$ cat src/rtl/time_set_controller_pkg.sv
`default_nettype none
// ============================================================================
// Module   : time_set_controller_pkg
// Purpose  : Shared types, encodings and BCD helpers for the time-set editor.
// Revision : 1.0 - initial release
// ============================================================================
package time_set_controller_pkg;

    typedef enum logic [1:0] {
        IDLE   = 2'd0,
        EDIT   = 2'd1,
        COMMIT = 2'd2
    } state_t;

    localparam logic [1:0] C_SEL_SS = 2'd0;
    localparam logic [1:0] C_SEL_MM = 2'd1;
    localparam logic [1:0] C_SEL_HH = 2'd2;

    localparam logic [7:0] C_HH_MAX = 8'h23;
    localparam logic [7:0] C_MS_MAX = 8'h59;

    localparam int C_KEY_RIGHT = 0;
    localparam int C_KEY_LEFT  = 1;
    localparam int C_KEY_DOWN  = 2;
    localparam int C_KEY_UP    = 3;
    localparam int C_KEY_SET   = 4;
    localparam int C_NUM_KEYS  = 5;

    // Out-of-range inputs fold onto the wrap value so the result is always legal.
    function automatic logic [7:0] bcd_inc(input logic [7:0] v, input logic [7:0] max);
        if (v >= max)
            return 8'h00;
        else if (v[3:0] >= 4'd9)
            return {v[7:4] + 4'd1, 4'd0};
        else
            return {v[7:4], v[3:0] + 4'd1};
    endfunction

    function automatic logic [7:0] bcd_dec(input logic [7:0] v, input logic [7:0] max);
        if (v == 8'h00 || v > max)
            return max;
        else if (v[3:0] == 4'd0)
            return {v[7:4] - 4'd1, 4'd9};
        else
            return {v[7:4], v[3:0] - 4'd1};
    endfunction

endpackage
`default_nettype wire

$ cat src/rtl/time_set_controller_if.sv
`default_nettype none
// ============================================================================
// Module   : time_set_controller_if
// Purpose  : Key, current-time and edited-time bundle of the time-set editor.
// Revision : 1.0 - initial release
// ============================================================================
interface time_set_controller_if;
    logic       tick100;
    logic       btn_set;
    logic       btn_up;
    logic       btn_down;
    logic       btn_left;
    logic       btn_right;
    logic [7:0] cur_hh;
    logic [7:0] cur_mm;
    logic [7:0] cur_ss;
    logic [7:0] set_hh;
    logic [7:0] set_mm;
    logic [7:0] set_ss;
    logic       ld;
    logic       editing;
    logic [1:0] sel;
    logic       blink;

    modport master (
        output tick100, btn_set, btn_up, btn_down, btn_left, btn_right,
        output cur_hh, cur_mm, cur_ss,
        input  set_hh, set_mm, set_ss, ld, editing, sel, blink
    );

    modport slave (
        input  tick100, btn_set, btn_up, btn_down, btn_left, btn_right,
        input  cur_hh, cur_mm, cur_ss,
        output set_hh, set_mm, set_ss, ld, editing, sel, blink
    );
endinterface
`default_nettype wire

$ cat src/rtl/time_set_controller_key_pulse.sv
`default_nettype none
// ============================================================================
// Module   : key_pulse
// Purpose  : Rising-edge press pulse for one key, with optional hold-to-repeat
//            when TIME_SET_AUTO_REPEAT_EN is defined.
// Revision : 1.0 - initial release
// ============================================================================
module key_pulse #(
    parameter int HOLD_TICKS   = 50,
    parameter int REPEAT_TICKS = 10,
    parameter bit REPEAT_EN    = 1'b0
) (
    input  wire logic clk,
    input  wire logic rst,
`ifdef TIME_SET_AUTO_REPEAT_EN
    input  wire logic tick,
`endif
    input  wire logic key,
    output logic      pulse
);

    logic r_prev;
    logic r_pulse;
    logic w_rep_fire;

`ifdef TIME_SET_AUTO_REPEAT_EN
    generate
        if (REPEAT_EN) begin : g_repeat
            localparam int CW = $clog2((HOLD_TICKS > REPEAT_TICKS ? HOLD_TICKS : REPEAT_TICKS) + 1);
            localparam logic [CW-1:0] C_HOLD_LAST   = CW'(HOLD_TICKS - 1);
            localparam logic [CW-1:0] C_REPEAT_LAST = CW'(REPEAT_TICKS - 1);

            logic [CW-1:0] r_cnt;
            logic          r_repeating;
            logic          w_held;

            assign w_held     = key & r_prev;
            assign w_rep_fire = w_held & tick &
                                (r_repeating ? (r_cnt == C_REPEAT_LAST) : (r_cnt == C_HOLD_LAST));

            always_ff @(posedge clk or posedge rst) begin
                if (rst) begin
                    r_cnt       <= '0;
                    r_repeating <= 1'b0;
                end else if (!w_held) begin
                    r_cnt       <= '0;
                    r_repeating <= 1'b0;
                end else if (tick) begin
                    if (w_rep_fire) begin
                        r_cnt       <= '0;
                        r_repeating <= 1'b1;
                    end else begin
                        r_cnt <= r_cnt + CW'(1);
                    end
                end
            end
        end else begin : g_no_repeat
            assign w_rep_fire = 1'b0;
        end
    endgenerate
`else
    assign w_rep_fire = 1'b0;
`endif

    always_ff @(posedge clk or posedge rst) begin
        if (rst) begin
            r_prev  <= 1'b0;
            r_pulse <= 1'b0;
        end else begin
            r_prev  <= key;
            r_pulse <= (key & ~r_prev) | w_rep_fire;
        end
    end

    assign pulse = r_pulse;

endmodule
`default_nettype wire

$ cat src/rtl/time_set_controller.sv
`default_nettype none
// ============================================================================
// Module   : time_set_controller
// Purpose  : HH:MM:SS edit FSM with blink, timeout abort and one-cycle load
//            strobe. Optional auto-repeat: TIME_SET_AUTO_REPEAT_EN.
// Revision : 1.0 - initial release
// ============================================================================
import time_set_controller_pkg::*;

module time_set_controller #(
    parameter int BLINK_TICKS   = 25,
    parameter int TIMEOUT_TICKS = 1000,
    parameter int HOLD_TICKS    = 50,
    parameter int REPEAT_TICKS  = 10
) (
    input wire logic              clk,
    input wire logic              rst,
    time_set_controller_if.slave  bus
);

    localparam int TW = $clog2(TIMEOUT_TICKS + 1);
    localparam int BW = $clog2(BLINK_TICKS + 1);
    localparam logic [TW-1:0] C_TIMEOUT_LAST = TW'(TIMEOUT_TICKS - 1);
    localparam logic [BW-1:0] C_BLINK_LAST   = BW'(BLINK_TICKS - 1);

    logic [C_NUM_KEYS-1:0] w_keys;
    logic [C_NUM_KEYS-1:0] w_press;

    state_t        r_state;
    logic [7:0]    r_hh, r_mm, r_ss;
    logic [1:0]    r_sel;
    logic          r_ld;
    logic          r_editing;
    logic          r_blink;
    logic [TW-1:0] r_tcnt;
    logic [BW-1:0] r_bcnt;

    assign w_keys[C_KEY_RIGHT] = bus.btn_right;
    assign w_keys[C_KEY_LEFT]  = bus.btn_left;
    assign w_keys[C_KEY_DOWN]  = bus.btn_down;
    assign w_keys[C_KEY_UP]    = bus.btn_up;
    assign w_keys[C_KEY_SET]   = bus.btn_set;

    generate
        for (genvar i = 0; i < C_NUM_KEYS; i++) begin : g_key
            key_pulse #(
                .HOLD_TICKS   (HOLD_TICKS),
                .REPEAT_TICKS (REPEAT_TICKS),
                .REPEAT_EN    (i == C_KEY_UP || i == C_KEY_DOWN)
            ) u_key_pulse (
                .clk   (clk),
                .rst   (rst),
`ifdef TIME_SET_AUTO_REPEAT_EN
                .tick  (bus.tick100),
`endif
                .key   (w_keys[i]),
                .pulse (w_press[i])
            );
        end
    endgenerate

    // Press pulses are mutually prioritised: set > up > down > left > right.
    always_ff @(posedge clk or posedge rst) begin
        if (rst) begin
            r_state   <= IDLE;
            r_hh      <= 8'h00;
            r_mm      <= 8'h00;
            r_ss      <= 8'h00;
            r_sel     <= C_SEL_SS;
            r_ld      <= 1'b0;
            r_editing <= 1'b0;
            r_blink   <= 1'b0;
            r_tcnt    <= '0;
            r_bcnt    <= '0;
        end else begin
            r_ld <= 1'b0;
            case (r_state)
                IDLE: begin
                    if (w_press[C_KEY_SET]) begin
                        r_hh      <= bus.cur_hh;
                        r_mm      <= bus.cur_mm;
                        r_ss      <= bus.cur_ss;
                        r_sel     <= C_SEL_HH;
                        r_tcnt    <= '0;
                        r_bcnt    <= '0;
                        r_blink   <= 1'b1;
                        r_editing <= 1'b1;
                        r_state   <= EDIT;
                    end
                end
                EDIT: begin
                    if (|w_press) begin
                        r_tcnt  <= '0;
                        r_bcnt  <= '0;
                        r_blink <= 1'b1;
                        if (w_press[C_KEY_SET]) begin
                            r_ld      <= 1'b1;
                            r_editing <= 1'b0;
                            r_blink   <= 1'b0;
                            r_state   <= COMMIT;
                        end else if (w_press[C_KEY_UP]) begin
                            case (r_sel)
                                C_SEL_SS: r_ss <= bcd_inc(r_ss, C_MS_MAX);
                                C_SEL_MM: r_mm <= bcd_inc(r_mm, C_MS_MAX);
                                C_SEL_HH: r_hh <= bcd_inc(r_hh, C_HH_MAX);
                                default:  r_sel <= C_SEL_SS;
                            endcase
                        end else if (w_press[C_KEY_DOWN]) begin
                            case (r_sel)
                                C_SEL_SS: r_ss <= bcd_dec(r_ss, C_MS_MAX);
                                C_SEL_MM: r_mm <= bcd_dec(r_mm, C_MS_MAX);
                                C_SEL_HH: r_hh <= bcd_dec(r_hh, C_HH_MAX);
                                default:  r_sel <= C_SEL_SS;
                            endcase
                        end else if (w_press[C_KEY_LEFT]) begin
                            r_sel <= (r_sel >= C_SEL_HH) ? C_SEL_SS : r_sel + 2'd1;
                        end else begin
                            r_sel <= (r_sel == C_SEL_SS || r_sel > C_SEL_HH) ? C_SEL_HH : r_sel - 2'd1;
                        end
                    end else if (bus.tick100) begin
                        if (r_tcnt == C_TIMEOUT_LAST) begin
                            r_tcnt    <= '0;
                            r_bcnt    <= '0;
                            r_editing <= 1'b0;
                            r_blink   <= 1'b0;
                            r_state   <= IDLE;
                        end else begin
                            r_tcnt <= r_tcnt + TW'(1);
                            if (r_bcnt == C_BLINK_LAST) begin
                                r_bcnt  <= '0;
                                r_blink <= ~r_blink;
                            end else begin
                                r_bcnt <= r_bcnt + BW'(1);
                            end
                        end
                    end
                end
                COMMIT: begin
                    r_state <= IDLE;
                end
                default: begin
                    r_state   <= IDLE;
                    r_editing <= 1'b0;
                    r_blink   <= 1'b0;
                end
            endcase
        end
    end

    assign bus.set_hh  = r_hh;
    assign bus.set_mm  = r_mm;
    assign bus.set_ss  = r_ss;
    assign bus.sel     = r_sel;
    assign bus.ld      = r_ld;
    assign bus.editing = r_editing;
    assign bus.blink   = r_blink;

endmodule
`default_nettype wire

$ cat src/flat_wrapper.sv
// flat-port wrapper written by rule: the top's interface ports become plain ports
module time_set_controller_flat 
#(
    parameter int BLINK_TICKS   = 25,
    parameter int TIMEOUT_TICKS = 1000,
    parameter int HOLD_TICKS    = 50,
    parameter int REPEAT_TICKS  = 10
)
  (clk, rst, bus_tick100, bus_btn_set, bus_btn_up, bus_btn_down, bus_btn_left, bus_btn_right, bus_cur_hh, bus_cur_mm, bus_cur_ss, bus_set_hh, bus_set_mm, bus_set_ss, bus_ld, bus_editing, bus_sel, bus_blink);
  time_set_controller_if bus_i ();
  input wire logic clk;
  input wire logic rst;
  input wire logic [$bits(bus_i.tick100)-1:0] bus_tick100;
  input wire logic [$bits(bus_i.btn_set)-1:0] bus_btn_set;
  input wire logic [$bits(bus_i.btn_up)-1:0] bus_btn_up;
  input wire logic [$bits(bus_i.btn_down)-1:0] bus_btn_down;
  input wire logic [$bits(bus_i.btn_left)-1:0] bus_btn_left;
  input wire logic [$bits(bus_i.btn_right)-1:0] bus_btn_right;
  input wire logic [$bits(bus_i.cur_hh)-1:0] bus_cur_hh;
  input wire logic [$bits(bus_i.cur_mm)-1:0] bus_cur_mm;
  input wire logic [$bits(bus_i.cur_ss)-1:0] bus_cur_ss;
  output wire logic [$bits(bus_i.set_hh)-1:0] bus_set_hh;
  output wire logic [$bits(bus_i.set_mm)-1:0] bus_set_mm;
  output wire logic [$bits(bus_i.set_ss)-1:0] bus_set_ss;
  output wire logic [$bits(bus_i.ld)-1:0] bus_ld;
  output wire logic [$bits(bus_i.editing)-1:0] bus_editing;
  output wire logic [$bits(bus_i.sel)-1:0] bus_sel;
  output wire logic [$bits(bus_i.blink)-1:0] bus_blink;
  assign bus_i.tick100 = bus_tick100;
  assign bus_i.btn_set = bus_btn_set;
  assign bus_i.btn_up = bus_btn_up;
  assign bus_i.btn_down = bus_btn_down;
  assign bus_i.btn_left = bus_btn_left;
  assign bus_i.btn_right = bus_btn_right;
  assign bus_i.cur_hh = bus_cur_hh;
  assign bus_i.cur_mm = bus_cur_mm;
  assign bus_i.cur_ss = bus_cur_ss;
  assign bus_set_hh = bus_i.set_hh;
  assign bus_set_mm = bus_i.set_mm;
  assign bus_set_ss = bus_i.set_ss;
  assign bus_ld = bus_i.ld;
  assign bus_editing = bus_i.editing;
  assign bus_sel = bus_i.sel;
  assign bus_blink = bus_i.blink;
  time_set_controller #(.BLINK_TICKS(BLINK_TICKS), .TIMEOUT_TICKS(TIMEOUT_TICKS), .HOLD_TICKS(HOLD_TICKS), .REPEAT_TICKS(REPEAT_TICKS)) u_core (.clk(clk), .rst(rst), .bus(bus_i));
endmodule
$ cat config.mk
export PLATFORM = sky130hd
export DESIGN_NAME = time_set_controller_flat
export DESIGN_NICKNAME = d
export VERILOG_FILES = /design/src/rtl/time_set_controller_pkg.sv /design/src/rtl/time_set_controller_if.sv /design/src/rtl/time_set_controller_key_pulse.sv /design/src/rtl/time_set_controller.sv /design/src/flat_wrapper.sv
export SDC_FILE = /design/constraint.sdc
export NUM_CORES = 1
export LEC_CHECK = 0
export CAP_MARGIN = 30
export CORE_MARGIN = 2
export CORE_UTILIZATION = 55
export CTS_CLUSTER_DIAMETER = 100
export CTS_CLUSTER_SIZE = 12
export DETAILED_ROUTE_END_ITERATION = 8
export PLACE_DENSITY = 0.81
export SYNTH_ARGS = -nofsm -noshare
export SYNTH_HDL_FRONTEND = slang
export SYNTH_SLANG_ARGS = --single-unit
$ cat constraint.sdc
create_clock -name clk -period 2.4 [get_ports clk]
set_clock_uncertainty 0.05 [all_clocks]
set_input_delay 0.48 -clock clk [delete_from_list [all_inputs] [get_ports clk]]
set_output_delay 0.48 -clock clk [all_outputs]
set_load 0.02 [all_outputs]
* After elaboration in Yosys (flattened, before gate mapping)
Cells that the tools add are included.
Word-level totals: bits in registers 56, input port bits 32, output and inout bits 29, word-level logic and storage cells 188
Cells by class: add/subtract/negate cells 16, $lt $le $gt $ge 11, equality and inequality tests 23, multiplexer cells 77, bitwise gates (word level) 12, reductions and logical operators 26
Operators with widths (number):
- $mux 8 | 33
- $pmux 8 s2 | 3
- $mux 10 | 4
- $mux 2 | 13
- $mux 5 | 5
- $add 4x1->4 const B | 6
- $logic_not 8->1 | 3
- $ne 4x2->1 const B | 6
- $reduce_and 8->1 | 3
- $sub 4x1->4 const B | 6
- $pmux 10 s2 | 1
- $reduce_and 6->1 | 3
- $ge 8x7->1 const B | 2
- $gt 8x7->1 const B | 2
- $mux 1 | 13
- $ge 4x4->1 const B | 3
- $logic_not 4->1 | 3
- $reduce_and 4->1 | 3
- $add 10x1->10 const B | 1
- $eq 10x10->1 const B | 1
- $pmux 5 s2 | 1
- $ge 8x6->1 const B | 1
- $gt 8x6->1 const B | 1
- $ne 2x2->1 const B | 4
- other kinds (24) | 44

* Longest topological paths before layout
Gate-level depths: netlist of the first run.
depth in word-level cells 9, mapped depth 8

* Cells and area by module
Synthesis of the first run repeated with hierarchy kept, for this count alone.
Second synthesis, totals: cell total of the unflattened synthesis 478, area total of the unflattened synthesis 4197.8 um2
By module, submodules not included:
- time_set_controller | instances 1, cells an instance 458, area each 3860.0 um2, sequential area each 1151.1 um2
- key_pulse | instances 5, cells an instance 4, area each 67.6 um2, sequential area each 50.0 um2

* Worst setup path after synthesis of the first run
No wires, ideal clock.
kind reg-to-reg, from register u_core.r_mm[1] (netlist: u_core.bus.set_mm[1]), to register u_core.r_mm[5] (netlist: u_core.bus.set_mm[5]), setup time 0.125 ns, data arrival time 2.068 ns, data required time 2.225 ns, path slack 0.158 ns, cell stages (with the launch flop) 8, path buffers 0, path through dfrtp_1 inv_1 ha_1 or3b_1 a211oi_2 nor2_1 o31ai_2 mux2_2
Between the ends: cells in the longest elaborated chain, start to end 9, elaborated cells on any way between the ends 18, those cells by class order compare: 3; eq/ne: 2; mux: 9; reduce/logical: 4
Ends and longest elaborated chain:
- start: declaration | RTL line time_set_controller.sv:30 | logic [7:0] r_hh, r_mm, r_ss;
- start signal: assignment | RTL line time_set_controller.sv:81 | r_mm <= bus.cur_mm;
- start signal: assignment | RTL line time_set_controller.sv:104 | C_SEL_MM: r_mm <= bcd_inc(r_mm, C_MS_MAX);
- start signal: assignment | RTL line time_set_controller.sv:111 | C_SEL_MM: r_mm <= bcd_dec(r_mm, C_MS_MAX);
- $gt 8x7->1 / $logic_not 8->1 (equally long branches) | RTL line time_set_controller_pkg.sv:40 | if (v == 8'h00 || v > max)
- $logic_or 1x1->1 | RTL line time_set_controller_pkg.sv:40
- $mux 8 | RTL line time_set_controller_pkg.sv:40
- $mux 8 | RTL line time_set_controller.sv:109 | case (r_sel)
- $mux 8 | RTL line time_set_controller.sv:108 | end else if (w_press[C_KEY_DOWN]) begin
- $mux 8 | RTL line time_set_controller.sv:101 | end else if (w_press[C_KEY_UP]) begin
- $mux 8 | RTL line time_set_controller.sv:96 | if (w_press[C_KEY_SET]) begin
- $mux 8 | RTL line time_set_controller.sv:92 | if (|w_press) begin
- $pmux 8 s2 | RTL line time_set_controller.sv:77 | case (r_state)
Parallel ways exist; a longest one is shown, timed or not. The select of a mux whose other input is x is not followed. A chain may end at the register's enable or synchronous reset.

* Worst setup path in the final report of the first run
from register u_core.r_hh[4] (netlist: u_core.bus.set_hh[4]), to register u_core.r_hh[5] (netlist: u_core.bus.set_hh[5])
Between the ends: cells in the longest elaborated chain, start to end 9, elaborated cells on any way between the ends 20, those cells by class add/sub: 2; order compare: 2; eq/ne: 2; mux: 11; reduce/logical: 3
Ends and longest elaborated chain:
- start: declaration | RTL line time_set_controller.sv:30
- start signal: assignment | RTL line time_set_controller.sv:80 | r_hh <= bus.cur_hh;
- start signal: assignment | RTL line time_set_controller.sv:105 | C_SEL_HH: r_hh <= bcd_inc(r_hh, C_HH_MAX);
- start signal: assignment | RTL line time_set_controller.sv:112 | C_SEL_HH: r_hh <= bcd_dec(r_hh, C_HH_MAX);
- $gt 8x6->1 (tied with other cells) | RTL line time_set_controller_pkg.sv:40
- $logic_or 1x1->1 / $mux 8 (equally long branches) | RTL line time_set_controller_pkg.sv:40, time_set_controller_pkg.sv:42
- $mux 8 | RTL line time_set_controller_pkg.sv:40
- $mux 8 | RTL line time_set_controller.sv:109
- $mux 8 | RTL line time_set_controller.sv:108
- $mux 8 | RTL line time_set_controller.sv:101
- $mux 8 | RTL line time_set_controller.sv:96
- $mux 8 | RTL line time_set_controller.sv:92
- $pmux 8 s2 | RTL line time_set_controller.sv:77
Parallel ways exist; a longest one is shown, timed or not. The select of a mux whose other input is x is not followed.

==> metrics, run 1 <==
post-synthesis average cell area=8.61 um^2; TritonCTS clock tree=done; element type at the critical path start=flop; dpl hpwl=6830 um; synthesis-to-finish area growth=23.1%; antenna violations before repair=0; Detailed Route WL=9490 um; CTS root buffer=sky130_fd_sc_hd__clkbuf_8; worst endpoint required time=2.60 ns; Critical Setup Path Class=reg -> reg; fraction of layout cells with a size suffix above 1=0.0960; setup slack of the most critical reg-to-reg path=0.07 ns; DR WL/cell=15.4 um; number of port buffers=60; floorplan row count=30; CTS buffer count=5; worst-path fanout max=6; Pint=0.00275 W; number of synthesized register bits=56; number of clock sinks seen by CTS=56; share of the synthesized area in the top cell type=0.360; number of levels in the clock H-tree=2; CTS Hold Buffers Added=0; Min-Delay Path Class=reg -> reg; Peak Freq=428 MHz; Post-DRT Antenna Nets=0; horizontal extent of the die=88.1 um; Final Hold Viols=0; starting utilization of the core area=0.569; CTS Buffer Depth=2; cell area after placement=0.00465 mm^2; Max Cap Violations=0; critical register-to-register path startpoint=u_core.bus.set_hh[4]; worst hold path stage count=1; Worst Setup Slack, final=0.0651 ns; switching power share of the total=0.468; post-synth net total=511; worst slew margin relative to its limit=0.617; most common cell after layout, fill and taps aside=sky130_fd_sc_hd__clkdlybuf4s50_1; combinational cell fraction of total power=0.571; CP Data Arrival Time=2.54 ns; number of vias after detailed routing=3,687; storage element area=0.00141 mm^2; reg2reg end=u_core.bus.set_hh[5]; wire length of the first global-routing pass=15,500 um; number of instances in the synthesized netlist=452; setup tns final=0 ns; fraction of registers with async set or reset after synthesis=1.00; Period Utilization, post-route=0.973; library cells used by synthesis=67; part of the total power dissipated in sequential elements=0.321; portion of total power attributed to the clock network=0.108; vias per cell=5.98; Multi-input gate area=0.00229 mm^2; post-synthesis sequential area ratio=0.360; LEAKAGE=2.05 nW; worst hold path startpoint=u_core.g_key[0].u_key_pulse.r_prev; hold path endpoint=u_core.g_key[0].u_key_pulse.pulse; clock insertion delay at the later pin of the skew report=0.31 ns; biggest area contributors in the synthesized netlist=sky130_fd_sc_hd__dfrtp_1 (36%), sky130_fd_sc_hd__ha_1 (8.7%), sky130_fd_sc_hd__o21ai_0 (5.7%); Worst Setup End Kind=flop; number of remaining DRC errors=0; Setup-failing EPs final=0; IO Pins=61; DIE AREA=0.00776 mm^2; Worst IR Drop VDD=0.485 mV; shortest clock period the worst path allows after layout=2.33 ns; final instance area=0.00479 mm^2; WHS=0.346 ns; first drt pass iteration count=5; last weighted congestion value of the routability-driven placer=0.932; pin count of the biggest net entering global routing=57; Power Dens Cells=1080 mW/mm^2; area inside the core boundary=0.00683 mm^2; Place WS=0.121 ns; GRT Total Usage=0.248; outcome=complete, no violations; fill cell count=524; most area-hungry cell type in the Yosys netlist=sky130_fd_sc_hd__dfrtp_1; clock edge transition at the registers on the reported setup and hold paths=0.11 ns; count of flip-flops with a built-in enable after synthesis=0; number of global-route vias before repair=3,414; number of diodes added for antenna fixing=0; Worst Max-Slew Pin Slew=0.570 ns; number of cells on the worst reg-to-reg path=7; Switch Pwr=0.00241 W; post-synthesis instance area=0.00389 mm^2; final net count=579; count of synthesis-stage warnings from yosys=0; Iteration-0 DRC Markers=252; Most used DFF post-synth=sky130_fd_sc_hd__dfrtp_1; fin. max-slew vios=0; die height=88.1 um; leading cell types in the layout, fill and taps excluded=sky130_fd_sc_hd__clkdlybuf4s50_1 (60), sky130_fd_sc_hd__dfrtp_1 (52), sky130_fd_sc_hd__o21ai_0 (43), sky130_fd_sc_hd__nand2_1 (41), sky130_fd_sc_hd__nor2_1 (40); Overflow after GRT=0
worst max-delay path, cell delays in order, from the launching register on:
cell and delay, ns:
sky130_fd_sc_hd__dfrtp_2 0.47, sky130_fd_sc_hd__inv_1 0.12, sky130_fd_sc_hd__ha_2 0.20, sky130_fd_sc_hd__a21boi_0 0.15, sky130_fd_sc_hd__or4_4 0.54, sky130_fd_sc_hd__a211o_1 0.35, sky130_fd_sc_hd__o21ai_2 0.19, sky130_fd_sc_hd__mux2i_1 0.20
layout make-up:
| class | instances | share of cell area |
|---|---|---|
| Sequential cell | 56 | 0.294 |
| Timing Repair Buffer | 79 | 0.158 |
| Multi-Input combinational cell | 347 | 0.479 |
| Inverter | 31 | 0.0243 |
| Tap cell | 96 | 0.0251 |
| Clock buffer | 6 | 0.0173 |
| Clock inverter | 2 | 0.00314 |
power by group through the flow:
| stage | Combinational (W) | Sequential [W] | Clock [W] |
|---|---|---|---|
| after floorplan | 0.00176 | 0.00174 | 0 |
| after global placement | 0.00279 | 0.00163 | 0 |
| after detailed placement | 0.00286 | 0.00165 | 0 |
| after CTS | 0.00288 | 0.00164 | 0.000568 |
| after global routing | 0.00324 | 0.00172 | 0.000600 |
| final | 0.00295 | 0.00166 | 0.000556 |
metal layers:
layer	part of all wire	up-vias	track usage
met3	0.065	12	0.0396
met4	0.013	0	0.0716
li1	-	1771	-
met5	0	-	0
met2	0.49	144	0.410
met1	0.44	1760	0.338
cell families after synthesis:
| logic type | synth area share |
|---|---|
| adder cells (fa/ha/maj) | 0.0868 |
| multiplexers | 0.0187 |
| XOR/XNOR | 0.0113 |
| AND/OR/NAND/NOR | 0.223 |
| flip-flops | 0.360 |
| buffers and inverters | 0.0569 |
| AO/OA/AOI/OAI | 0.243 |
how the worst max path moves through the flow:
stage	slack [ns]	startpoint	cells past startpoint	to
6_report	0.07	u_core.bus.set_hh[4]	7	u_core.bus.set_hh[5]
5_1_grt	-0.05	u_core.bus.set_hh[4]	7	u_core.bus.set_hh[5]
4_1_cts	0.1	u_core.bus.set_hh[4]	8	u_core.bus.set_hh[4]
3_5_place_dp	0.12	u_core.bus.set_hh[4]	8	u_core.bus.set_hh[4]
3_3_place_gp	0.18	u_core.bus.set_hh[0]	7	u_core.bus.set_hh[6]
2_1_floorplan	0.16	u_core.bus.set_mm[1]	7	u_core.bus.set_mm[5]
cells in the mapped netlist, drive strengths merged, types with 2 or more instances:
cell type	instances
or2	3
inv	31
a41oi	3
a21o	7
or3b	3
and3	6
clkbuf	10
a21boi	3
and2	3
nor3	15
or4	3
a2111oi	2
buf	8
nand2	41
o21ai	47
mux2i	5
xnor2	3
ha	27
a21oi	21
a211oi	7
nor2b	8
dfrtp	56
mux2	2
a31oi	4
a22oi	8
a221oi	9
nor3b	5
nor2	40
nand2b	11
nand4b	2
o31ai	12
nand3	13
o21bai	2
xor2	2
nor4	5
o21a	2
nand3b	2
o22ai	4
repair_timing:
item	CTS	global route
setup buffers	0	2
setup endpoints to repair	0	12
gates resized for setup	0	10
per-stage QoR:
stage | power, W | instances | utilization
2_1_floorplan | 0.00351 | 452 | -
3_3_place_gp | 0.00442 | 607 | 0.680
3_5_place_dp | 0.00451 | 607 | 0.680
4_1_cts | 0.00508 | 615 | 0.694
5_1_grt | 0.00555 | 617 | 0.701
6_report | 0.00516 | 617 | 0.701
flip-flops by register name, indices dropped and copies added (netlist names):
name and count:
u_core.bus.blink 1, u_core.bus.editing 1, u_core.bus.ld 1, u_core.bus.sel 2
u_core.bus.set_hh 8, u_core.bus.set_mm 8, u_core.bus.set_ss 8, u_core.g_key.u_key_pulse.pulse 5
u_core.g_key.u_key_pulse.r_prev 5, u_core.r_bcnt 5, u_core.r_state 2, u_core.r_tcnt 10
(Power assumes the default switching activity.)
==> inputs of run 2 (changes only) <==
==> constraint.sdc (replaced) <==
create_clock -name clk -period 2.4 [get_ports clk]
set_clock_uncertainty 0.05 [all_clocks]
set_input_delay 0.36 -clock clk [delete_from_list [all_inputs] [get_ports clk]]
set_output_delay 0.36 -clock clk [all_outputs]
set_load 0.02 [all_outputs]
==> metrics, run 2 (synthesized netlist as in run 1, its figures left out) <==
final net count=577 (was 579); Worst IR Drop VDD=0.442 mV (was 0.485 mV); element type at the critical path start=flop (unchanged); Multi-input gate area=0.00229 mm^2 (about the same); die height=88.1 um (unchanged); Pint=0.00274 W (was 0.00275 W); outcome=complete, no violations (unchanged); flip-flop count of the largest register after layout=10 (unchanged); leading cell types in the layout, fill and taps excluded=sky130_fd_sc_hd__clkdlybuf4s50_1 (60), sky130_fd_sc_hd__dfrtp_1 (56), sky130_fd_sc_hd__o21ai_0 (44), sky130_fd_sc_hd__nand2_1 (41), sky130_fd_sc_hd__nor2_1 (39) (was sky130_fd_sc_hd__clkdlybuf4s50_1 (60), sky130_fd_sc_hd__dfrtp_1 (52), sky130_fd_sc_hd__o21ai_0 (43), sky130_fd_sc_hd__nand2_1 (41), sky130_fd_sc_hd__nor2_1 (40)); Min-Delay Path Class=in -> async (was reg -> reg); Setup-failing EPs final=0 (unchanged); pin count of the biggest net entering global routing=38 (was 57); vias per cell=6.02 (was 5.98); DR WL/cell=15.4 um (about the same); number of levels in the clock H-tree=2 (unchanged); area inside the core boundary=0.00683 mm^2 (unchanged); number of port buffers=60 (unchanged); Max Cap Violations=0 (unchanged); number of remaining DRC errors=0 (unchanged); horizontal extent of the die=88.1 um (unchanged); dpl hpwl=6960 um (was 6830 um); worst endpoint required time=2.55 ns (was 2.60 ns); CTS root buffer=sky130_fd_sc_hd__clkbuf_8 (unchanged); last weighted congestion value of the routability-driven placer=0.937 (was 0.932); Power Dens Cells=1080 mW/mm^2 (about the same); worst-path fanout max=9 (was 6); IO Pins=61 (unchanged); worst slew margin relative to its limit=0.617 (about the same); number of cells on the worst reg-to-reg path=7 (unchanged); portion of total power attributed to the clock network=0.106 (was 0.108); storage element area=0.00140 mm^2 (was 0.00141 mm^2); floorplan row count=30 (unchanged); part of the total power dissipated in sequential elements=0.321 (about the same); LEAKAGE=2.05 nW (about the same); CP max-delay cell=sky130_fd_sc_hd__dfrtp_1 (was sky130_fd_sc_hd__or4_4); Worst Max-Slew Pin Slew=0.569 ns (was 0.570 ns); number of vias after detailed routing=3,700 (was 3,687); Critical Setup Path Class=reg -> reg (unchanged); shortest clock period the worst path allows after layout=2.28 ns (was 2.33 ns); DIE AREA=0.00776 mm^2 (unchanged); number of cells after detailed placement=607 (unchanged); most common cell after layout, fill and taps aside=sky130_fd_sc_hd__clkdlybuf4s50_1 (unchanged); Worst Setup End Kind=flop (unchanged); clock insertion delay at the later pin of the skew report=0.31 ns (about the same); number of global-route vias before repair=3,371 (was 3,414); Switch Pwr=0.00238 W (was 0.00241 W); fill cell count=571 (was 524); CP Data Arrival Time=2.42 ns (was 2.54 ns); GRT Total Usage=0.249 (was 0.248); starting utilization of the core area=0.569 (unchanged); Iteration-0 DRC Markers=238 (was 252); Detailed Route WL=9480 um (was 9490 um); wire length of the first global-routing pass=15,700 um (was 15,500 um); clock edge transition at the registers on the reported setup and hold paths=0.10 ns (was 0.11 ns); CTS Buffer Depth=2 (unchanged); count of cells resized by post-cts repair=0 (unchanged); TritonCTS clock tree=done (unchanged); antenna violations before repair=0 (unchanged); Post-DRT Antenna Nets=0 (unchanged); number of setup buffers added after CTS=0 (unchanged); fin. max-slew vios=0 (unchanged); Final Hold Viols=0 (unchanged); largest stage delay on the critical path=0.49 ns (was 0.54 ns); synthesis-to-finish area growth=22.3% (was 23.1%); CTS Hold Buffers Added=0 (unchanged); fraction of layout cells with a size suffix above 1=0.0790 (was 0.0960); number of clock sinks seen by CTS=56 (unchanged); Final Non-Filler Cells=615 (was 617); switching power share of the total=0.465 (was 0.468); Peak Freq=439 MHz (was 428 MHz); number of diodes added for antenna fixing=0 (unchanged); register ranked first by flip-flop count=u_core.r_tcnt (unchanged); WHS=0.331 ns (was 0.346 ns); CTS buffer count=5 (unchanged); Period Utilization, post-route=0.949 (was 0.973); cells along the critical path=inv_1, ha_1, or3b_1, a211oi_2, nor2_1, o31ai_2, mux2_2 (was inv_1, ha_2, a21boi_0, or4_4, a211o_1, o21ai_2, mux2i_1); first drt pass iteration count=4 (was 5); combinational cell fraction of total power=0.574 (was 0.571); Overflow after GRT=0 (unchanged)
==> run 2: changes by cell type in the layout (fill, tap and decap cells not counted) <==
| cell | before | now |
|---|---|---|
| sky130_fd_sc_hd__buf_4 | 18 | 16 |
| sky130_fd_sc_hd__o21ai_1 | 2 | 1 |
| sky130_fd_sc_hd__ha_2 | 2 | 0 |
| sky130_fd_sc_hd__clkbuf_1 | 0 | 2 |
| sky130_fd_sc_hd__nor2_2 | 0 | 1 |
| sky130_fd_sc_hd__clkinvlp_4 | 2 | 0 |
| sky130_fd_sc_hd__nor2_1 | 40 | 39 |
| sky130_fd_sc_hd__ha_1 | 25 | 27 |
| sky130_fd_sc_hd__dfrtp_2 | 4 | 0 |
| sky130_fd_sc_hd__o21ai_0 | 43 | 44 |
| sky130_fd_sc_hd__dfrtp_1 | 52 | 56 |
==> run 2: through the flow <==
stage	utilization	power (W)	cell area, um^2	TNS, ns	setup slack, ns
after floorplan	-	0.00351	3890	0	0.158
after global placement	0.680	0.00443	4650	0	0.179
after detailed placement	0.680	0.00451	4650	0	0.173
after CTS	0.693	0.00507	4740	0	0.149
after global routing	0.696	0.00551	4760	-0.00750	-0.00615
final	0.696	0.00512	4760	0	0.121
==> run 2: critical path: cells and delay by family, from the launching register on <==
family,cells,cell delay [ns]
compound gates,2,0.37
fa+ha+maj,1,0.26
buf+inv,1,0.11
flops,1,0.49
mux,1,0.38
simple gates,2,0.50
==> run 2: layer usage <==
layer	track usage	wire length, um
met1	0.362	4360
met5	0	0
met4	0.0537	87
met2	0.399	4430
met3	0.0368	607
==> run 2: worst paths after layout <==
check	start	to	slack, ns
worst max-delay path	u_core.bus.set_mm[0]	u_core.bus.set_mm[5]	0.12
worst min-delay path	rst	u_core.bus.set_hh[3]	0.33
worst max register to register	u_core.bus.set_mm[0]	u_core.bus.set_mm[5]	0.12
worst min register to register	u_core.g_key[3].u_key_pulse.r_prev	u_core.g_key[3].u_key_pulse.pulse	0.35
max in group asynchronous	rst	u_core.bus.set_mm[5]	1.39
min in group clk	u_core.g_key[3].u_key_pulse.r_prev	u_core.g_key[3].u_key_pulse.pulse	0.35
==> run 2: cell type report <==
type	instances	area share
Tap cell	96	0.0252
Multi-Input combinational cell	347	0.481
Inverter	31	0.0245
Timing Repair Buffer	77	0.156
Clock buffer	8	0.0189
Sequential cell	56	0.295
==> run 2: power by group through the flow <==
stage	clock network (W)	registers (W)	logic, W
final	0.000540	0.00164	0.00294
after global routing	0.000590	0.00170	0.00323
after CTS	0.000558	0.00163	0.00288
after detailed placement	0	0.00165	0.00287
after global placement	0	0.00163	0.00279
after floorplan	0	0.00174	0.00176
==> inputs of run 3 (changes only) <==
--- a/config.mk
+++ b/config.mk
@@ -7,11 +7,10 @@
 export LEC_CHECK = 0
 export CAP_MARGIN = 30
 export CORE_MARGIN = 2
-export CORE_UTILIZATION = 55
+export CORE_UTILIZATION = 35
 export CTS_CLUSTER_DIAMETER = 100
 export CTS_CLUSTER_SIZE = 12
 export DETAILED_ROUTE_END_ITERATION = 8
-export PLACE_DENSITY = 0.81
 export SYNTH_ARGS = -nofsm -noshare
 export SYNTH_HDL_FRONTEND = slang
 export SYNTH_SLANG_ARGS = --single-unit
==> metrics, run 3 (synthesized netlist as in run 1, its figures left out) <==
Worst Setup End Kind=flop (unchanged); Worst Setup Slack, final=0.0757 ns (was 0.121 ns); Max Cap Violations=0 (unchanged); number of remaining DRC errors=0 (unchanged); number of global-route vias before repair=3,376 (was 3,371); number of port buffers=60 (unchanged); CTS root buffer=sky130_fd_sc_hd__clkbuf_8 (unchanged); number of clock sinks seen by CTS=56 (unchanged); synthesis-to-finish area growth=25.3% (was 22.3%); portion of total power attributed to the clock network=0.102 (was 0.106); Pint=0.00274 W (about the same); LEAKAGE=2.07 nW (was 2.05 nW); Critical Setup Path Class=reg -> reg (unchanged); Place WS=0.0892 ns (was 0.173 ns); Switch Pwr=0.00240 W (was 0.00238 W); outcome=complete, no violations (unchanged); most common cell after layout, fill and taps aside=sky130_fd_sc_hd__clkdlybuf4s50_1 (unchanged); element type at the critical path start=flop (unchanged); switching power share of the total=0.467 (was 0.465); wire length of the first global-routing pass=16,000 um (was 15,700 um); Overflow after GRT=0 (unchanged); number of vias after detailed routing=3,532 (was 3,700); die height=109 um (was 88.1 um); Worst IR Drop VDD=0.408 mV (was 0.442 mV); number of diodes added for antenna fixing=0 (unchanged); floorplan row count=38 (was 30); combinational cell fraction of total power=0.578 (was 0.574); register ranked first by flip-flop count=u_core.r_tcnt (unchanged); Post-DRT Antenna Nets=0 (unchanged); fin. max-slew vios=0 (unchanged); area inside the core boundary=0.0108 mm^2 (was 0.00683 mm^2); worst-path fanout max=6 (was 9); antenna violations before repair=0 (unchanged); final net count=584 (was 577); setup tns final=0 ns (unchanged); clock edge transition at the registers on the reported setup and hold paths=0.11 ns (was 0.10 ns); number of levels in the clock H-tree=2 (unchanged); Period Utilization, post-route=0.968 (was 0.949); DR WL/cell=14.7 um (was 15.4 um); TritonCTS clock tree=done (unchanged); Power Dens Cells=1060 mW/mm^2 (was 1080 mW/mm^2); part of the total power dissipated in sequential elements=0.320 (was 0.321); first drt pass iteration count=5 (was 4); final standard cell utilization of the core=0.450 (was 0.696); IO Pins=61 (unchanged); vias per cell=5.30 (was 6.02); worst slew margin relative to its limit=0.580 (was 0.617); shortest clock period the worst path allows after layout=2.32 ns (was 2.28 ns); CP Data Arrival Time=2.51 ns (was 2.42 ns); horizontal extent of the die=109 um (was 88.1 um); flip-flop count of the largest register after layout=10 (unchanged); dpl hpwl=7300 um (was 6960 um); leading cell types in the layout, fill and taps excluded=sky130_fd_sc_hd__clkdlybuf4s50_1 (60), sky130_fd_sc_hd__dfrtp_1 (53), sky130_fd_sc_hd__o21ai_0 (44), sky130_fd_sc_hd__nand2_1 (41), sky130_fd_sc_hd__nor2_1 (39) (was sky130_fd_sc_hd__clkdlybuf4s50_1 (60), sky130_fd_sc_hd__dfrtp_1 (56), sky130_fd_sc_hd__o21ai_0 (44), sky130_fd_sc_hd__nand2_1 (41), sky130_fd_sc_hd__nor2_1 (39)); starting utilization of the core area=0.359 (was 0.569); fraction of layout cells with a size suffix above 1=0.101 (was 0.0790); Detailed Route WL=9780 um (was 9480 um); GRT Total Usage=0.166 (was 0.249); worst endpoint required time=2.58 ns (was 2.55 ns); CTS buffer count=5 (unchanged); Iteration-0 DRC Markers=203 (was 238); CTS Hold Buffers Added=0 (unchanged); clock insertion delay at the later pin of the skew report=0.31 ns (about the same); Peak Freq=430 MHz (was 439 MHz); Worst Max-Slew Pin Slew=0.624 ns (was 0.569 ns); Setup-failing EPs final=0 (unchanged); CTS Buffer Depth=2 (unchanged); pin count of the biggest net entering global routing=27 (was 38); Final Hold Viols=0 (unchanged); Min-Delay Path Class=in -> async (unchanged); last weighted congestion value of the routability-driven placer=0.933 (was 0.937); DIE AREA=0.0120 mm^2 (was 0.00776 mm^2)
-- run 3: stage by stage --
| step | power [W] | cells | hold WS (ns) | instance area, um^2 |
|---|---|---|---|---|
| finish | 0.00514 | 666 | 0.296 | 4870 |
| global route | 0.00558 | 666 | 0.328 | 4870 |
| CTS | 0.00510 | 665 | 0.307 | 4830 |
| detailed placement | 0.00456 | 657 | 0.332 | 4750 |
| global placement | 0.00452 | 657 | 0.331 | 4750 |
| floorplan | 0.00351 | 452 | 0.328 | 3890 |
-- run 3: area by class of cell --
| type | count | area, um^2 |
|---|---|---|
| Fill cell | 1072 | 5970 |
| Multi-Input combinational cell | 347 | 2300 |
| Sequential cell | 56 | 1410 |
| Timing Repair Buffer | 84 | 793 |
| Tap cell | 140 | 175 |
| Inverter | 31 | 116 |
| Clock buffer | 7 | 76.3 |
| Clock inverter | 1 | 8.76 |
-- run 3: final timing paths --
| check | slack [ns] | end | from | cells past startpoint |
|---|---|---|---|---|
| worst min-delay path | 0.30 | u_core.bus.set_hh[3] | rst | 2 |
| min in group clk | 0.35 | u_core.g_key[2].u_key_pulse.pulse | u_core.g_key[2].u_key_pulse.r_prev | 1 |
| max in group asynchronous | 1.48 | u_core.bus.set_mm[4] | rst | 3 |
| worst min register to register | 0.35 | u_core.g_key[2].u_key_pulse.pulse | u_core.g_key[2].u_key_pulse.r_prev | 1 |
| worst max-delay path | 0.08 | u_core.bus.set_hh[4] | u_core.bus.set_hh[4] | 8 |
| worst max register to register | 0.08 | u_core.bus.set_hh[4] | u_core.bus.set_hh[4] | 8 |
-- run 3: metal layers --
metal / wire [um] / GRT usage
met4: 50 / 0.0371
met2: 4450 / 0.264
met3: 486 / 0.0296
met5: 0 / 0
met1: 4790 / 0.235
-- run 3: worst max-delay path: stages, from the launching register on --
cell and delay [ns]:
sky130_fd_sc_hd__dfrtp_2 0.46, sky130_fd_sc_hd__inv_1 0.12, sky130_fd_sc_hd__ha_2 0.21, sky130_fd_sc_hd__a21boi_0 0.12, sky130_fd_sc_hd__or4_4 0.53, sky130_fd_sc_hd__a211oi_2 0.28
sky130_fd_sc_hd__nor3_1 0.09, sky130_fd_sc_hd__a21oi_1 0.16, sky130_fd_sc_hd__a2bb2oi_1 0.21
-- run 3: power by group through the flow --
stage | registers [W] | logic, W | clock network (W)
final | 0.00165 | 0.00297 | 0.000525
after global routing | 0.00171 | 0.00329 | 0.000578
after CTS | 0.00164 | 0.00292 | 0.000548
after detailed placement | 0.00165 | 0.00290 | 0
after global placement | 0.00164 | 0.00288 | 0
after floorplan | 0.00174 | 0.00176 | 0
-- run 3: what timing repair did --
item	CTS	global route
resized for setup	0	9
endpoints found under the setup margin	0	8
setup buffers	0	1
==> variant, RTL diff (config.mk and constraints of run 2) <==
`BLINK_TICKS` is set to 25 in 2 places; all go to 50.
--- a/src/rtl/time_set_controller.sv
+++ b/src/rtl/time_set_controller.sv
@@ -8,7 +8,7 @@
 import time_set_controller_pkg::*;
 
 module time_set_controller #(
-    parameter int BLINK_TICKS   = 25,
+    parameter int BLINK_TICKS   = 50,
     parameter int TIMEOUT_TICKS = 1000,
     parameter int HOLD_TICKS    = 50,
     parameter int REPEAT_TICKS  = 10
--- a/src/flat_wrapper.sv
+++ b/src/flat_wrapper.sv
@@ -1,7 +1,7 @@
 // flat-port wrapper written by rule: the top's interface ports become plain ports
 module time_set_controller_flat 
 #(
-    parameter int BLINK_TICKS   = 25,
+    parameter int BLINK_TICKS   = 50,
     parameter int TIMEOUT_TICKS = 1000,
     parameter int HOLD_TICKS    = 50,
     parameter int REPEAT_TICKS  = 10
Check against the original RTL: no difference found for any inputs over 4 cycles, from zero or initial values and one cycle with rst high; that may be too few to reach the edited logic, so the function may still have changed.
==> variant against run 2 <==
  * Maximum frequency shrank 1.2%
  * Count of clock-buffer cells in the layout grew 5
  * Clock power grew 78%
  * Wire length grew 7.4%
  * Non-clock buffer count grew 7
  * Largest cell class unchanged
  * Setup slack lost 27 ps
  * Highest routed layer unchanged
  * Cell count grew 2.0%
  * Final area grew 8.6%
  * Sequential cell count grew 1
  * Critical endpoint unchanged
  * Power grew 13%
  * Synthesized cell count shrank 0.22%
  * Synthesized area grew 6.6%
==> variant: results (changes against run 2) <==
[layout]
final_cells=627  ; +2.0%
final.fill_count=578  ; +1.2%
share_of_cells_above_drive_strength_1_pct=14.0  ; +6.1 points
finalNetCount=583  ; +1.0%

[global_routing]
grt_pass1_vias=3789  ; +12%
grt_max_degree=29  ; -24%
global_route_wire_length_before_repair_um=17700  ; +13%

[power]
leakagePower_nw=2.24  ; +9.4%
ir_worst_vdd_v=0.000581  ; +31%

[routing]
wl_per_cell_um=16.2  ; +5.4%
drtPass1Iterations=5  ; +1

[placement]
numPlacedInstances=612  ; +0.82%
place_congestion=0.951  ; +1.5%
dp_worst_setup_slack_ps=110  ; -63.6 ps

[synthesis]
synth_seq_area_share_pct=34.4  ; -1.6 points
post_synth_most_frequent_cells=sky130_fd_sc_hd__dfrtp_1 (57), sky130_fd_sc_hd__nand2_1 (41), sky130_fd_sc_hd__a21oi_1 (27), sky130_fd_sc_hd__ha_1 (27)
post_synth_main_area_contributors=sky130_fd_sc_hd__dfrtp_1 (34%), sky130_fd_sc_hd__ha_1 (8.1%), sky130_fd_sc_hd__nand2_1 (3.7%)
syn_nets=510  ; -0.20%

[clock_tree]
insertion_delay_ps=330  ; +20 ps
tritoncts_buffer_count=9  ; +4
worst_path_clk_slew_ps=70  ; -30 ps

[critical_path]
crit_path_max_fanout=6  ; -3
timing.reg2reg.setup_slack_ps=90  ; -30 ps
arrival_ps=2470  ; +50 ps

[sta]
tightest_hold_margin_ps=293  ; -37.9 ps
max_slew_margin_pct=66.8  ; +5.1 points

[run_status]
status=completed

## variant: repair_timing
| action | in CTS | in global routing |
|---|---|---|
| resized for setup | 0 | 1 |
| endpoints found under the setup margin | 0 | 1 |
| hold buffers | 0 | 0 |
## variant: worst max-delay path, stage by stage (launching register included)
cell and delay (ps):
sky130_fd_sc_hd__dfrtp_1 440, sky130_fd_sc_hd__inv_1 90, sky130_fd_sc_hd__ha_1 260, sky130_fd_sc_hd__or3b_4 440, sky130_fd_sc_hd__a211oi_4 350, sky130_fd_sc_hd__nor2b_4 80
sky130_fd_sc_hd__and2_4 190, sky130_fd_sc_hd__mux2_4 290
## variant: how the worst max path moves through the flow
stage	start	depth (start not counted)	slack (ps)	end
2_1_floorplan	u_core.bus.set_hh[0]	7	40	u_core.bus.set_hh[4]
3_3_place_gp	u_core.bus.set_mm[0]	7	220	u_core.bus.set_mm[5]
3_5_place_dp	u_core.bus.set_mm[0]	7	110	u_core.bus.set_mm[5]
4_1_cts	u_core.bus.set_mm[0]	7	100	u_core.bus.set_mm[5]
5_1_grt	u_core.bus.set_ss[0]	7	20	u_core.bus.set_ss[5]
6_report	u_core.bus.set_mm[0]	7	90	u_core.bus.set_mm[5]
## variant: cell families (layout without fill, tap and decap cells)
logic type | Yosys count | in the layout | share of synthesized area [%]
AND/OR/NAND/NOR | 162 | 162 | 22.3
AO/OA/AOI/OAI | 140 | 140 | 25.2
flip-flops | 57 | 57 | 34.4
buffers and inverters | 48 | 125 | 5.52
adder cells (fa/ha/maj) | 27 | 27 | 8.14
multiplexers | 12 | 12 | 3.41
XOR/XNOR | 5 | 5 | 1.06
## variant: power by group
| part | internal (mW) | switching [mW] |
|---|---|---|
| registers | 1.21 | 0.441 |
| clock network | 0.586 | 0.377 |
| logic | 1.48 | 1.71 |
| total | 3.27 | 2.52 |
## variant: routing by layer
metal | wire, um | share of wire (%) | vias up | global-route usage, %
li1 | - | - | 1827 | -
met5 | 0 | 0 | - | 0
met2 | 4930 | 48 | 155 | 42.0
met4 | 124 | 1.2 | 0 | 10.1
met1 | 4580 | 45 | 1865 | 34.7
met3 | 551 | 5.4 | 14 | 3.67
## variant: cell type report
class / count / area, sq um / area share [%]
Sequential cell: 57 / 1430 / 27.6
Tap cell: 99 / 124 / 2.40
Clock buffer: 13 / 179 / 3.46
Multi-Input combinational cell: 346 / 2500 / 48.4
Timing Repair Buffer: 84 / 806 / 15.6
Inverter: 26 / 97.6 / 1.89
Clock inverter: 2 / 35.0 / 0.678
## variant: metrics by stage
step	cell area (sq um)	utilization, %
6_report	5170	70.8
5_1_grt	5170	70.8
4_1_cts	5160	70.8
3_5_place_dp	4950	67.8
3_3_place_gp	4950	67.8
2_1_floorplan	4150	-
